==> src/rtl/vga_pkg.sv <==
// Shared register indices, display limits and commit FSM states for the VGA position registers.
package vga_pkg;

    localparam logic [2:0] IDX_MX   = 3'd0;
    localparam logic [2:0] IDX_MY   = 3'd1;
    localparam logic [2:0] IDX_P1X  = 3'd2;
    localparam logic [2:0] IDX_P1Y  = 3'd3;
    localparam logic [2:0] IDX_P2X  = 3'd4;
    localparam logic [2:0] IDX_P2Y  = 3'd5;
    localparam logic [2:0] IDX_CONT = 3'd6;
    localparam logic [2:0] IDX_CTRL = 3'd7;

    localparam logic [15:0] H_ACTIVE = 16'd640;
    localparam logic [15:0] V_ACTIVE = 16'd480;

    typedef enum logic [1:0] {
        IDLE    = 2'd0,
        PENDING = 2'd1,
        COMMIT  = 2'd2
    } state_t;

    // Saturate x/y coordinates to the last visible pixel; cont passes through.
    function automatic logic [15:0] clamp_val(input logic [2:0] idx, input logic [15:0] v);
        logic [15:0] r;
        r = v;
        if ((idx == IDX_MX || idx == IDX_P1X || idx == IDX_P2X) && v > H_ACTIVE - 16'd1)
            r = H_ACTIVE - 16'd1;
        else if ((idx == IDX_MY || idx == IDX_P1Y || idx == IDX_P2Y) && v > V_ACTIVE - 16'd1)
            r = V_ACTIVE - 16'd1;
        return r;
    endfunction

endpackage

==> src/rtl/vsync_edge.sv <==
// Two-flop synchronizer for the active-low v_sync plus a registered one-cycle falling-edge pulse.
module vsync_edge (
    input  logic clk,
    input  logic reset,
    input  logic v_sync_i,
    output logic vs_fall_o
);

    logic sync1_q, sync2_q, fall_q;

    // Flops reset high (sync idle level) so reset release never fakes an edge.
    always_ff @(posedge clk or negedge reset) begin
        if (!reset) begin
            sync1_q <= 1'b1;
            sync2_q <= 1'b1;
            fall_q  <= 1'b0;
        end else begin
            sync1_q <= v_sync_i;
            sync2_q <= sync1_q;
            fall_q  <= sync2_q & ~sync1_q;
        end
    end

    assign vs_fall_o = fall_q;

endmodule

==> src/rtl/vga_pos_regs.sv <==
// Shadow/active sprite position registers with atomic commit on v_sync falling edge.
// Build option: VGA_REGS_CLAMP_EN saturates x/y writes to the visible area.
//   state   | meaning
//   IDLE    | no commit requested
//   PENDING | commit requested, waiting for vs_fall
//   COMMIT  | active <= shadow happened on entry; frame_done high
module vga_pos_regs
    import vga_pkg::*;
#(
    parameter int unsigned        ADDR_W = 16,
    parameter logic [ADDR_W-1:0]  BASE   = 16'hFF00
) (
    input  logic              clk,
    input  logic              reset,
    input  logic              wr_en,
    input  logic              rd_en,
    input  logic [ADDR_W-1:0] addr,
    input  logic [15:0]       wr_data,
    output logic [15:0]       rd_data,
    output logic              rd_valid,
    input  logic              v_sync,
    output logic [15:0]       mx,
    output logic [15:0]       my,
    output logic [15:0]       p1x,
    output logic [15:0]       p1y,
    output logic [15:0]       p2x,
    output logic [15:0]       p2y,
    output logic [15:0]       cont,
    output logic              frame_done
);

    state_t      state_q, state_d;
    logic [15:0] shadow_q [7];
    logic [15:0] active_q [7];
    logic [7:0]  frame_cnt_q;
    logic        frame_done_q;
    logic [15:0] rd_data_q, rd_data_d;
    logic        rd_valid_q;

    logic        vs_fall;
    logic        hit;
    logic [2:0]  idx;
    logic        wr_shadow;
    logic        req;
    logic        commit_go;
    logic        pending;
    logic [15:0] wr_val;

    vsync_edge u_vsync_edge (
        .clk       (clk),
        .reset     (reset),
        .v_sync_i  (v_sync),
        .vs_fall_o (vs_fall)
    );

    assign hit       = (addr[ADDR_W-1:3] == BASE[ADDR_W-1:3]);
    assign idx       = addr[2:0];
    assign wr_shadow = wr_en && hit && (idx != IDX_CTRL);
    assign req       = wr_en && hit && (idx == IDX_CTRL) && wr_data[0];
    assign pending   = (state_q != IDLE);

`ifdef VGA_REGS_CLAMP_EN
    assign wr_val = clamp_val(idx, wr_data);
`else
    assign wr_val = wr_data;
`endif

    always_comb begin
        state_d = state_q;
        case (state_q)
            IDLE:    if (req)     state_d = PENDING;
            PENDING: if (vs_fall) state_d = COMMIT;
            COMMIT:               state_d = IDLE;
            default:              state_d = IDLE;
        endcase
    end

    // The copy is tied to the edge that enters COMMIT so outputs change with it.
    assign commit_go = (state_q == PENDING) && (state_d == COMMIT);

    always_comb begin
        rd_data_d = 16'h0000;
        if (rd_en && hit) begin
            case (idx)
                IDX_MX:   rd_data_d = shadow_q[0];
                IDX_MY:   rd_data_d = shadow_q[1];
                IDX_P1X:  rd_data_d = shadow_q[2];
                IDX_P1Y:  rd_data_d = shadow_q[3];
                IDX_P2X:  rd_data_d = shadow_q[4];
                IDX_P2Y:  rd_data_d = shadow_q[5];
                IDX_CONT: rd_data_d = shadow_q[6];
                default:  rd_data_d = {frame_cnt_q, 7'b0, pending};
            endcase
        end
    end

    always_ff @(posedge clk or negedge reset) begin
        if (!reset) begin
            state_q      <= IDLE;
            frame_cnt_q  <= 8'h00;
            frame_done_q <= 1'b0;
            rd_data_q    <= 16'h0000;
            rd_valid_q   <= 1'b0;
            for (int k = 0; k < 7; k++) begin
                shadow_q[k] <= 16'h0000;
                active_q[k] <= 16'h0000;
            end
        end else begin
            state_q      <= state_d;
            frame_done_q <= commit_go;
            rd_data_q    <= rd_data_d;
            rd_valid_q   <= rd_en && hit;
            if (commit_go)
                frame_cnt_q <= frame_cnt_q + 8'd1;
            for (int k = 0; k < 7; k++) begin
                if (wr_shadow && idx == 3'(k))
                    shadow_q[k] <= wr_val;
                if (commit_go)
                    active_q[k] <= shadow_q[k];
            end
        end
    end

    assign mx         = active_q[0];
    assign my         = active_q[1];
    assign p1x        = active_q[2];
    assign p1y        = active_q[3];
    assign p2x        = active_q[4];
    assign p2y        = active_q[5];
    assign cont       = active_q[6];
    assign frame_done = frame_done_q;
    assign rd_data    = rd_data_q;
    assign rd_valid   = rd_valid_q;

endmodule

==> config.mk <==
export PLATFORM = sky130hd
export DESIGN_NAME = vga_pos_regs
export DESIGN_NICKNAME = d
export VERILOG_FILES = /design/src/rtl/vga_pkg.sv /design/src/rtl/vsync_edge.sv /design/src/rtl/vga_pos_regs.sv
export SDC_FILE = /design/constraint.sdc
export NUM_CORES = 1
export LEC_CHECK = 0
export CORE_UTILIZATION = 35
export CTS_CLUSTER_DIAMETER = 60
export DETAILED_ROUTE_END_ITERATION = 6
export HOLD_SLACK_MARGIN = 0.15
export PLACE_DENSITY_LB_ADDON = 0.25
export SLEW_MARGIN = 15
export SYNTH_ARGS = -nofsm -noshare
export SYNTH_HDL_FRONTEND = slang
export SYNTH_SLANG_ARGS = --single-unit
==> constraint.sdc <==
create_clock -name clk -period 1.9 [get_ports clk]
set_input_delay 0.38 -clock clk [delete_from_list [all_inputs] [get_ports clk]]
set_output_delay 0.38 -clock clk [all_outputs]
set_load 0.005 [all_outputs]
==> impl_metrics.py <==
metrics = {
    "timing": {
        "relSlewSlack": 0.665,
        "setup_tns_ns": 0,
        "fin_skew_ns": 0.0113,
        "rsz0062_at_grt": "no",
        "finalCritPeriodShare": 0.976,
        "setup_ws_ns": 0.0455,
        "drv_slew": 0,
        "hold_violations": 0,
        "tightestPinTransition_ns": 0.500,
        "finalSetupViolations": 0,
        "fmaxAchievable_ghz": 0.539,
        "period_needed_ns": 1.85,
    },
    "grt": {
        "grt_max_degree": 66,
        "grt.total_usage": 0.199,
        "antenna_found_initial": 0,
        "grt_pass1_vias": 7951,
        "grt_pass1_wl_um": 47200,
        "grt-ovfl-total": 0,
    },
    "clock_tree": {
        "clk_pin_slew_worst_paths_ns": 0.06,
        "insertion_delay_ns": 0.54,
        "cts_buffers": 28,
        "cts_tree": "built",
        "root_buffer": "clkbuf_16",
        "cts_sinks": 255,
        "htreeDepth": 1,
        "cts_max_path_buffers": 3,
    },
    "drt": {
        "drtIter0Drc": 405,
        "drt_wl_total_um": 29800,
        "drc": 0,
        "drtPass1Iterations": 5,
        "ant_nets": 0,
        "viasPerCell": 4.91,
        "via_count": 7652,
        "wl_per_cell_um": 19.1,
    },
    "yosys": {
        "yosysUniqueCellTypes": 53,
        "ys_seq_area_frac": 0.608,
        "ys_warn_count": 0,
        "avgSynthCellArea_sq_um": 11.1,
        "synth_ff_type": "dfrtp_1",
        "synth_area_sq_mm": 0.0105,
        "synthCells": 943,
        "synthArstFlopShare": 1.00,
        "synth-seq-cells": 255,
        "synth-edff-count": 0,
        "syn-num-nets": 981,
    },
    "cells_and_area": {
        "fin_cells": 1558,
        "fin_nets": 1185,
        "antennaDiodeCount": 0,
        "syn_to_final_growth_pct": 34.7,
        "fillers": 2737,
        "post-route-util": 0.479,
        "drive_gt1_frac": 0.217,
    },
    "hold_path": {
        "hold_class": "in -> reg",
    },
    "floorplanning": {
        "die_x_um": 175,
        "dieArea_sq_mm": 0.0307,
        "core_sq_mm": 0.0296,
        "dieHeight_um": 175,
        "initial_utilization": 0.355,
        "io_pins": 167,
        "row_count": 63,
    },
    "setup_path": {
        "cp_max_fo": 3,
        "worst-setup-path-type": "in -> reg",
        "start_kind": "primary input",
        "required_ns": 2.32,
        "end_kind": "register",
        "cp.arrival_ns": 2.27,
    },
    "pwr": {
        "power_mw": 11.2,
        "power.density_mw_per_mm2": 792,
        "ir_drop_mv": 0.620,
        "p_leak_nw": 7.06,
    },
    "place": {
        "dp_hpwl_um": 21100,
        "pre_cts_ws_ns": -0.703,
        "dp_cells": 1504,
        "gp_congestion": 0.859,
        "port_buffers": 166,
    },
    "run_status": {
        "outcome": "completed",
    },
    "job": {
        "max-cap-violations": 0,
    },
}
-- critical path: stages --
cell	delay (ns)
clkdlybuf4s50_1	0.46
nand4_1	0.11
buf_6	0.15
nor4_4	0.37
and3_4	0.28
buf_12	0.11
buf_4	0.10
mux2_2	0.32
-- cells in the final DEF, fill, tap and decap left out, drive strengths merged, types with 2 or more instances in the layout --
cell,count
dfstp,2
buf,65
nor2b,8
dlygate4sd2,3
o21ai,12
a221oi,2
o22ai,2
a21oi,15
clkdlybuf4s50,156
dfrtp,253
o21a,3
nand3b,2
clkbuf,41
a211oi,3
xnor2,5
and2,4
mux4,3
nor2,21
nand2,356
nand2b,2
clkinv,8
o221a,5
nor4,3
mux2,122
nand3,7
o2bb2ai,3
inv,4
a22oi,11
and3,2
a2bb2oi,6
xor2,2
a22o,3
mux2i,12
nand4,3
-- per-stage QoR --
stage          cell area, sq um  hold slack [ns]
6_report                  14100            0.261
5_1_grt                   14100            0.254
4_1_cts                   14200            0.250
3_5_place_dp              13200            0.288
3_3_place_gp              13200            0.294
2_1_floorplan             10700           0.0844
-- layer usage --
layer / track usage / vias to the layer above / share of wire
met3: 0.0268 / 38 / 0.043
met5: 0 / - / 0
li1: - / 3564 / -
met4: 0.0409 / 0 / 0.015
met2: 0.319 / 167 / 0.47
met1: 0.288 / 3883 / 0.48
-- final cells by class --
class | instances | area, sq um | area share
clock buffer | 41 | 821 | 0.0580
clock inverter | 10 | 85.1 | 0.00601
inverter | 4 | 16.3 | 0.00115
multi-input combinational | 632 | 4010 | 0.283
sequential | 255 | 6380 | 0.451
tap | 390 | 488 | 0.0345
timing repair buffer | 226 | 2340 | 0.166
-- synthesized netlist by cell type (2+ instances only) --
| library cell | instances | area [sq um] |
|---|---|---|
| o21a_1 | 3 | 22.5 |
| and3_1 | 2 | 12.5 |
| o221a_2 | 5 | 56.3 |
| buf_1 | 3 | 11.3 |
| nand2_2 | 4 | 25.0 |
| nand2_1 | 352 | 1320 |
| mux4_2 | 3 | 67.6 |
| nand4_1 | 3 | 18.8 |
| a221oi_1 | 2 | 17.5 |
| buf_4 | 2 | 15.0 |
| a22oi_1 | 11 | 82.6 |
| clkbuf_1 | 38 | 143 |
| a21oi_1 | 15 | 75.1 |
| nand2b_1 | 2 | 12.5 |
| dfrtp_1 | 253 | 6330 |
| a211oi_1 | 3 | 22.5 |
| nor2b_1 | 8 | 50.1 |
| o2bb2ai_1 | 3 | 26.3 |
| nor2_1 | 21 | 78.8 |
| dfstp_2 | 2 | 52.6 |
| xnor2_1 | 5 | 43.8 |
| mux2i_1 | 12 | 120 |
| buf_2 | 2 | 10.0 |
| nor4_4 | 2 | 42.5 |
| and2_1 | 4 | 25.0 |
| o21ai_0 | 12 | 60.1 |
| mux2_2 | 122 | 1370 |
| nand3_1 | 7 | 35.0 |
| a22o_1 | 3 | 26.3 |
| o22ai_1 | 2 | 12.5 |
| buf_6 | 6 | 67.6 |
| nand3b_1 | 2 | 15.0 |
| xor2_1 | 2 | 17.5 |
| a2bb2oi_1 | 6 | 52.6 |
| inv_1 | 3 | 11.3 |
-- registers in the layout, summed over array words and instances, names as in the netlist, 16 cells and up --
signal / count
rd_data: 16
p1x: 16
cont: 16
my: 16
p2y: 16
shadow_q: 112
p1y: 16
mx: 16
p2x: 16
-- kinds of logic after synthesis --
kind of cell	count (synthesis)	synth area share
adder cells (fa/ha/maj)	1	0.00119
flip-flops	255	0.608
buffers and inverters	56	0.0262
multiplexers	137	0.149
AND/OR/NAND/NOR	415	0.162
XOR/XNOR	7	0.00584
AO/OA/AOI/OAI	72	0.0488
-- power breakdown --
| part | switching, mW | internal (mW) | leakage, nW | total [mW] |
|---|---|---|---|---|
| Clock | 2.19 | 3.13 | 0.448 | 5.32 |
| Sequential | 0.00293 | 5.44 | 3.55 | 5.44 |
| Combinational | 0.282 | 0.161 | 3.06 | 0.443 |
| Total | 2.48 | 8.72 | 7.06 | 11.2 |
-- timing repair --
action	4_1_cts	5_1_grt
setup buffers	2	0
gates resized for setup	22	1
setup endpoints to repair	92	17
hold endpoints to repair	253	0
pin swaps	3	1
hold buffers	1	0
gates cloned	1	0
-- worst paths after layout --
| check | from | endpoint | slack, ns | cells after the start |
|---|---|---|---|---|
| setup / recovery | addr[13] | shadow_q[16] | 0.05 | 8 |
| hold / removal | v_sync | u_vsync_edge.sync1_q | 0.26 | 1 |
| setup reg to reg | state_q[1] | frame_cnt_q[3] | 0.34 | 5 |
| hold reg to reg | u_vsync_edge.sync1_q | u_vsync_edge.sync2_q | 0.38 | 0 |
| max in group asynchronous | reset | p1y[10] | 0.95 | 3 |
| min in group asynchronous | reset | cont[9] | 0.32 | 2 |
Power figures use the tool's default switching activity.
